$ cat src/rtl/arc_mem_pkg.sv
// Shared types for the fetch/data memory port arbiter.
// Latency: n/a (types and constants only).
// Backpressure: n/a.
package arc_mem_pkg;

    typedef enum logic [2:0] {
        IDLE    = 3'd0,
        ISSUE_I = 3'd1,
        ISSUE_D = 3'd2,
        WAIT_I  = 3'd3,
        WAIT_D  = 3'd4
    } arb_state_t;

    // Requester identifiers used by the winner select.
    localparam logic REQ_IF = 1'b0;
    localparam logic REQ_DM = 1'b1;

endpackage

$ cat src/rtl/mem_arb_prio.sv
// Winner select between fetch and data, with a fetch-starvation counter.
// Latency: winner is combinational; the counter updates on the grant edge.
// Backpressure: only grants while i_arb_en (arbiter idle) is high.
//
// Ports:
//   i_clk, i_rst          clock, synchronous active-high reset
//   i_arb_en              arbiter is in IDLE and may grant
//   i_if_pend, i_dm_pend  eligible requests (already masked by lockout)
//   i_if_req              raw fetch request, qualifies starvation counting
//   o_grant_vld           a winner was chosen this cycle
//   o_grant_id            REQ_IF or REQ_DM
module mem_arb_prio
    import arc_mem_pkg::*;
#(
    parameter int IF_STARVE_MAX = 4
) (
    input  logic i_clk,
    input  logic i_rst,
    input  logic i_arb_en,
    input  logic i_if_pend,
    input  logic i_dm_pend,
    input  logic i_if_req,
    output logic o_grant_vld,
    output logic o_grant_id
);

    localparam int             CW      = $clog2(IF_STARVE_MAX + 1);
    localparam logic [CW-1:0]  CNT_MAX = CW'(IF_STARVE_MAX);

    logic [CW-1:0] cnt_q, cnt_d;
    logic          force_if;

    // Once data has won CNT_MAX times in a row over a waiting fetch,
    // fetch gets the next slot even if data is still pending.
    assign force_if    = (cnt_q == CNT_MAX);
    assign o_grant_vld = i_arb_en & (i_if_pend | i_dm_pend);
    assign o_grant_id  = (i_if_pend & (~i_dm_pend | force_if)) ? REQ_IF : REQ_DM;

    always_comb begin
        cnt_d = cnt_q;
        if (o_grant_vld) begin
            if (o_grant_id == REQ_IF) begin
                cnt_d = '0;
            end else if (i_if_req && (cnt_q < CNT_MAX)) begin
                cnt_d = cnt_q + CW'(1);
            end
        end
    end

    always_ff @(posedge i_clk) begin
        if (i_rst) begin
            cnt_q <= '0;
        end else begin
            cnt_q <= cnt_d;
        end
    end

endmodule

$ cat src/rtl/mem_port_arbiter.sv
// Shares one single-ported memory between the fetch and data ports, one
// transaction outstanding. Latency: req in IDLE -> o_mem_req next cycle ->
// o_x_valid one cycle after rvalid. Backpressure: o_stall holds the core.
//
// Ports:
//   i_clk, i_rst                     clock, synchronous active-high reset
//   i_if_req/i_if_addr               fetch request (held until o_if_valid)
//   o_if_rdata/o_if_valid            fetch result and one-cycle completion
//   i_dm_req/we/addr/wdata           data request (held until o_dm_valid)
//   o_dm_rdata/o_dm_valid            read data and one-cycle completion
//   o_stall                          freeze the core pipeline
//   o_mem_req/we/addr/wdata          memory request, stable until i_mem_gnt
//   i_mem_gnt/i_mem_rdata/i_mem_rvalid  memory accept and completion
//   o_err                            sticky protocol error
module mem_port_arbiter
    import arc_mem_pkg::*;
#(
    parameter int AW            = 32,
    parameter int DW            = 32,
    parameter int IF_STARVE_MAX = 4
) (
    input  logic          i_clk,
    input  logic          i_rst,
    input  logic          i_if_req,
    input  logic [AW-1:0] i_if_addr,
    output logic [DW-1:0] o_if_rdata,
    output logic          o_if_valid,
    input  logic          i_dm_req,
    input  logic          i_dm_we,
    input  logic [AW-1:0] i_dm_addr,
    input  logic [DW-1:0] i_dm_wdata,
    output logic [DW-1:0] o_dm_rdata,
    output logic          o_dm_valid,
    output logic          o_stall,
    output logic          o_mem_req,
    output logic          o_mem_we,
    output logic [AW-1:0] o_mem_addr,
    output logic [DW-1:0] o_mem_wdata,
    input  logic          i_mem_gnt,
    input  logic [DW-1:0] i_mem_rdata,
    input  logic          i_mem_rvalid,
    output logic          o_err
);

    arb_state_t    state_q, state_d;
    logic [DW-1:0] if_rdata_q, dm_rdata_q;
    logic          if_vld_q, dm_vld_q;
    logic          err_q;
    logic          grant_vld, grant_id;
    logic          in_issue, in_wait;

    // A port whose completion is pulsing this cycle still shows its old
    // request; mask it so the same access is not served twice.
    mem_arb_prio #(
        .IF_STARVE_MAX(IF_STARVE_MAX)
    ) u_prio (
        .i_clk      (i_clk),
        .i_rst      (i_rst),
        .i_arb_en   (state_q == IDLE),
        .i_if_pend  (i_if_req & ~if_vld_q),
        .i_dm_pend  (i_dm_req & ~dm_vld_q),
        .i_if_req   (i_if_req),
        .o_grant_vld(grant_vld),
        .o_grant_id (grant_id)
    );

    assign in_issue = (state_q == ISSUE_I) || (state_q == ISSUE_D);
    assign in_wait  = (state_q == WAIT_I)  || (state_q == WAIT_D);

    // Core request inputs are held stable until completion, so the memory
    // request can be driven straight from them while in ISSUE.
    always_comb begin
        state_d     = state_q;
        o_mem_req   = 1'b0;
        o_mem_we    = 1'b0;
        o_mem_addr  = '0;
        o_mem_wdata = '0;
        case (state_q)
            IDLE: begin
                if (grant_vld) begin
                    state_d = (grant_id == REQ_IF) ? ISSUE_I : ISSUE_D;
                end
            end
            ISSUE_I: begin
                o_mem_req  = 1'b1;
                o_mem_addr = i_if_addr;
                if (i_mem_gnt) state_d = WAIT_I;
            end
            ISSUE_D: begin
                o_mem_req   = 1'b1;
                o_mem_we    = i_dm_we;
                o_mem_addr  = i_dm_addr;
                o_mem_wdata = i_dm_wdata;
                if (i_mem_gnt) state_d = WAIT_D;
            end
            WAIT_I, WAIT_D: begin
                if (i_mem_rvalid) state_d = IDLE;
            end
            default: state_d = IDLE;
        endcase
    end

    always_ff @(posedge i_clk) begin
        if (i_rst) begin
            state_q    <= IDLE;
            if_rdata_q <= '0;
            dm_rdata_q <= '0;
            if_vld_q   <= 1'b0;
            dm_vld_q   <= 1'b0;
            err_q      <= 1'b0;
        end else begin
            state_q  <= state_d;
            if_vld_q <= (state_q == WAIT_I) && i_mem_rvalid;
            dm_vld_q <= (state_q == WAIT_D) && i_mem_rvalid;
            if ((state_q == WAIT_I) && i_mem_rvalid) begin
                if_rdata_q <= i_mem_rdata;
            end
            // Write completions leave the last read data untouched.
            if ((state_q == WAIT_D) && i_mem_rvalid && !i_dm_we) begin
                dm_rdata_q <= i_mem_rdata;
            end
            if ((i_mem_rvalid && !in_wait) || (i_mem_gnt && !in_issue)) begin
                err_q <= 1'b1;
            end
        end
    end

    assign o_if_rdata = if_rdata_q;
    assign o_if_valid = if_vld_q;
    assign o_dm_rdata = dm_rdata_q;
    assign o_dm_valid = dm_vld_q;
    assign o_err      = err_q;
    assign o_stall    = (i_if_req & ~if_vld_q) | (i_dm_req & ~dm_vld_q);

endmodule

$ cat config.mk
export PLATFORM = sky130hd
export DESIGN_NAME = mem_port_arbiter
export DESIGN_NICKNAME = d
export VERILOG_FILES = /design/src/rtl/arc_mem_pkg.sv /design/src/rtl/mem_arb_prio.sv /design/src/rtl/mem_port_arbiter.sv
export SDC_FILE = /design/constraint.sdc
export NUM_CORES = 1
export LEC_CHECK = 0
export CORE_ASPECT_RATIO = 0.6
export CORE_MARGIN = 2
export CORE_UTILIZATION = 36
export CTS_CLUSTER_SIZE = 8
export DETAILED_ROUTE_END_ITERATION = 16
export HOLD_SLACK_MARGIN = 0.02
export PLACE_DENSITY = 0.86
export REMOVE_ABC_BUFFERS = 1
export SLEW_MARGIN = 25
export SYNTH_ARGS = -nofsm -noshare
export SYNTH_HDL_FRONTEND = slang
export SYNTH_HIERARCHICAL = 1
export SYNTH_SLANG_ARGS = --single-unit
export TNS_END_PERCENT = 50
$ cat constraint.sdc
create_clock -name i_clk -period 3.6 [get_ports i_clk]
set_input_delay 0.9 -clock i_clk [delete_from_list [all_inputs] [get_ports i_clk]]
set_output_delay 0.9 -clock i_clk [all_outputs]
set_load 0.01 [all_outputs]
[Word level (Yosys, flattened, before mapping)]
Index checks and enable logic that the tools add are counted.
W data, S select, Z words.
Operators by class
  $add $sub $neg: 1
  order comparisons: 1
  equality and inequality tests: 9
  mux-type cells: 12
  bitwise operators: 9
  reduce and logical (&&, ||, !) cells: 18
Operators with widths (count)
  $pmux W32 S2: 1
  $mux W32: 1
  $mux W3: 6
  $pmux W3 S4: 1
  $ne A2 B2 Y1 const B: 4
  $eq A3 B2 Y1 const B: 2
  $eq A3 B3 Y1 const B: 2
  $logic_and A1 B1 Y1: 6
  $and A1 B1 Y1: 4
  $reduce_and A4 Y1: 1
  $reduce_or A2 Y1: 2
  $add A3 B1 Y3 const B: 1
  $eq A3 B1 Y1 const B: 1
  $logic_not A1 Y1: 3
  $logic_not A3 Y1: 1
  $logic_or A1 B1 Y1: 3
  $lt A3 B3 Y1 const B: 1
  $not A1 Y1: 3
  $mux W1: 2
  $mux W2: 1
  $or A1 B1 Y1: 2
  $reduce_and A2 Y1: 1
  $reduce_bool A2 Y1: 1
Word-level totals
  bits in registers: 73
  input port bits: 135
  logic and storage cells: 57

[Depth between registers and ports, before layout]
  word-level depth: 8
  mapped depth: 7

[By module]
Netlist, hierarchy kept.
By module, submodules not included
  mem_port_arbiter: instances 1, cells an instance 400, area each 3285.7 µm², sequential area each 1401.3 µm²
  mem_arb_prio: instances 1, cells an instance 18, area each 186.4 µm², sequential area each 60.1 µm²

[Worst setup path after synthesis]
Ideal clock, no wire load.
  kind: input port to output port
  start point: in i_if_req
  end point: out o_stall
  arrival: 1364 ps
  data required time: 2700 ps
  slack: 1336 ps
  cell stages on the path: 2
  buffers on the path: 0
  cell sequence: nor2b_1 > or2_1
On the way
  cells in the longest elaborated chain, start to end: 2
RTL lines
  from (decl): line mem_port_arbiter.sv:24  | input logic i_if_req,
  $and A1 B1 Y1: line mem_port_arbiter.sv:133  | assign o_stall = (i_if_req & ~if_vld_q) | (i_dm_req & ~dm_vld_q);
  $or A1 B1 Y1: line mem_port_arbiter.sv:133
  to (decl): line mem_port_arbiter.sv:34  | output logic o_stall,
No other way between the ends.

[Final worst setup path]
  start point: in i_dm_req
  end point: out o_stall
On the way
  cells in the longest elaborated chain, start to end: 2
RTL lines
  from (decl): line mem_port_arbiter.sv:28  | input logic i_dm_req,
  $and A1 B1 Y1: line mem_port_arbiter.sv:133
  $or A1 B1 Y1: line mem_port_arbiter.sv:133
No other way between the ends.

==> metrics.md <==
| Metric | Value |
|---|---|
| Status | finished, final reports clean |
| Fraction of layout cells with a size suffix above 1 | 0.0488 |
| R2R depth | 6 |
| Final WS setup | 0.445 ns |
| H-tree levels | 3 |
| Worst-margin pin slew | 0.783 ns |
| Layout Nets | 808 |
| Crit share post-route | 0.876 |
| Core Region | 0.00926 mm² |
| Arrival time at the worst endpoint | 2.26 ns |
| FILL cells | 697 |
| Gr usage total | 0.259 |
| Number of synthesized flops with an enable pin | 0 |
| Endpoints failing hold | 0 |
| Crit end category | primary output |
| Metal3 WL | 1.20 mm |
| CTS clk-pin slew, worst paths | 0.05 ns |
| Avg Cell Area, Syn | 8.31 µm² |
| Post_cts resized | 0 |
| CTS tree | yes |
| Initial antenna violation count | 0 |
| Die ar. | 0.0105 mm² |
| Distinct cell type count after synthesis | 37 |
| FF-to-FF Start | state_q[1] |
| Max Fclk | 0.317 GHz |
| Synthesized flop and latch total | 73 |
| Cells along the critical path | clkdlybuf4s50_1, nor2b_1, or2_1, clkdlybuf4s50_1 |
| Worst skew pair latency | 0.33 ns |
| WHS Endpoint | o_if_rdata[8] |
| # hold bufs at CTS | 0 |
| Inserted Diodes | 0 |
| Mapped cell area | 0.00347 mm² |
| Share of the synthesized area in the top cell type | 0.421 |
| Placement row count | 27 |
| Die Width | 131 µm |
| DR iter-0 viols | 159 |
| Pin count of the biggest net entering global routing | 66 |
| Leak Pwr | 2.34 nW |
| Final setup viols | 0 |
| First-pass GRT wire length | 20.5 mm |
| Synth area leader | dfxtp_1 |
| RSZ-0062 raised after global routing | no |
| DR WL met2 | 6.51 mm |
| Drc violations | 0 |
| DR WL/cell | 17.0 µm |
| Reg2reg end | state_q[1] |
| Initial Utilization | 0.375 |
| Clock sink count | 73 |
| Slew Viols, Final | 0 |
| Clock Path Buffers | 2 |
| YS warnings | 6 |
| Critical path's slowest cell | clkdlybuf4s50_1 |
| Final Non-Filler Cells | 806 |
| Post-CTS setup buffers | 0 |
| DRT Pass-1 Iters | 4 |
| M1 WL | 5.74 mm |
| CP Class | in -> out |
| Vias in the first global route | 3812 |
| Fraction of registers with async set/reset | 0 |
| Worst EP required | 2.70 ns |
| CP most frequent cell | clkdlybuf4s50_1 |
| TNS Setup | 0 ns |
| Hold path depth | 2 |
| Top Layer Used | met4 |
| Slew headroom | 0.477 |
| CTS root buffer | clkbuf_16 |
| Main synth FF type | dfxtp_1 |
| Slowest stage delay, CP | 0.53 ns |
| Pre-CTS setup slack | 0.449 ns |
| Final hold slack | 0.453 ns |
| Area added between synthesis and finish | 88.5% |
| Sequential area share after synthesis | 0.421 |
| Worst vdd ir | 281 µV |
| Count leader, synth | nand2_1 |
| Antenna-violating nets left | 0 |
| Via density per instance | 4.80 |
| Routed WL | 13.7 mm |
| HPWL after DPL | 10.6 mm |
| CP Launch Type | input port |
| IO Port Bufs | 268 |
| Layout Skew | 0.00360 ns |
| Die height | 80.1 µm |
| Gpl congestion | 0.896 |
| Synth top cells by count | nand2_1, dfxtp_1, a21oi_1 |
| Reg-to-reg slack, setup | 1.61 ns |
| Max cap viols | 0 |
| Placed insts | 790 |
| Cell Pwr Density | 415 mW/mm² |
| Leading post-synthesis cells by cell area | dfxtp_1, nand2_1, mux2i_1 |
| Cell family with most CP delay | buffers and inverters |
| Hold_sp | o_if_rdata[8] |
| Detailed-route via count | 3867 |
| Total grt overflow | 0 |
| Mapped Cells | 418 |
| Num ports | 269 |
| HP Class | reg -> reg |
| Crit path buf inv count | 2 |
| Tmin final | 3.16 ns |
| Number of buffers created by CTS | 9 |
| Worst-path fanout max | 4 |
-- report_power, final --
| part | switching, mW | total [mW] | leakage (nW) | internal, mW |
|---|---|---|---|---|
| logic | 0.398 | 0.933 | 1.60 | 0.535 |
| registers | 0.0217 | 0.851 | 0.589 | 0.830 |
| clock network | 0.329 | 0.932 | 0.152 | 0.603 |
-- metal layers --
layer | vias up | global-route usage
met3 | 23 | 0.101
met5 | - | 0
met1 | 1797 | 0.322
met2 | 129 | 0.420
met4 | 0 | 0.0702
li1 | 1918 | -
-- registers in the layout, indices dropped and copies added, names as in the netlist --
| name | count |
|---|---|
| state_q | 3 |
| o_dm_rdata | 32 |
| o_err | 1 |
| u_prio/cnt_q | 3 |
| o_if_rdata | 32 |
| o_dm_valid | 1 |
| o_if_valid | 1 |
-- layout by cell type, fill, tap and decap left out, types with 2 or more instances in the layout --
master           synthesis  final
mux2i_1                 33     33
nand4b_1                 2      2
nand2_1                130    130
a31o_1                   2      2
nor3b_1                  3      2
clkdlybuf4s50_1          0    267
a211oi_1                 4      4
dfxtp_1                 73     73
a22o_1                  33     33
nor2b_1                  2      2
a21oi_1                 34     34
nor2_1                   6      6
and2_1                  33     33
clkbuf_16                0      9
clkinv_2                 0      4
ha_1                     2      2
nor3_1                   3      3
bufinv_16                0      2
inv_1                    3      2
buf_4                    0      9
-- cells by family (layout without fill, tap and decap cells) --
logic type | count (synthesis) | count (layout) | share of synthesized area
xor gates and xnor gates | 1 | 1 | 0.00252
AOI/OAI and AO/OA | 82 | 82 | 0.171
and+or+nand+nor | 187 | 187 | 0.247
buffers and inverters | 40 | 298 | 0.0562
DFF | 73 | 73 | 0.421
muxes | 33 | 33 | 0.0951
adders and majority gates | 2 | 2 | 0.00721
-- final cells by class --
class	instances	area [µm²]	area share
Clock buffer	10	229	0.0350
Clock inverter	6	82.6	0.0126
Inverter	4	16.3	0.00249
Multi-Input combinational cell	305	1830	0.279
Sequential cell	73	1460	0.223
Tap cell	130	163	0.0249
Timing Repair Buffer	278	2770	0.423
-- worst min-delay path, cell delays in order, from the launching register on --
cell	delay [ns]
dfxtp_1	0.30
nand2_1	0.05
a21oi_1	0.05
-- how the worst max path moves through the flow --
stage                     startpoint       endpoint  slack [ns]  cells after the start
after floorplan           state_q[1]  o_mem_addr[0]       -1.29                      2
after global placement      i_dm_req        o_stall        0.47                      4
after detailed placement    i_dm_req        o_stall        0.45                      4
after CTS                   i_dm_req        o_stall        0.44                      4
after global routing        i_dm_req        o_stall        0.37                      4
final                       i_dm_req        o_stall        0.44                      4
-- stage by stage --
stage                     total power [mW]   util  area [µm²]
after floorplan                       1.23      -        3290
after global placement                1.79  0.673        6230
after detailed placement              1.80  0.673        6230
after CTS                             2.74  0.707        6540
after global routing                  2.84  0.707        6540
final                                 2.72  0.707        6540
Note: power is estimated with default switching activity, not from simulation.
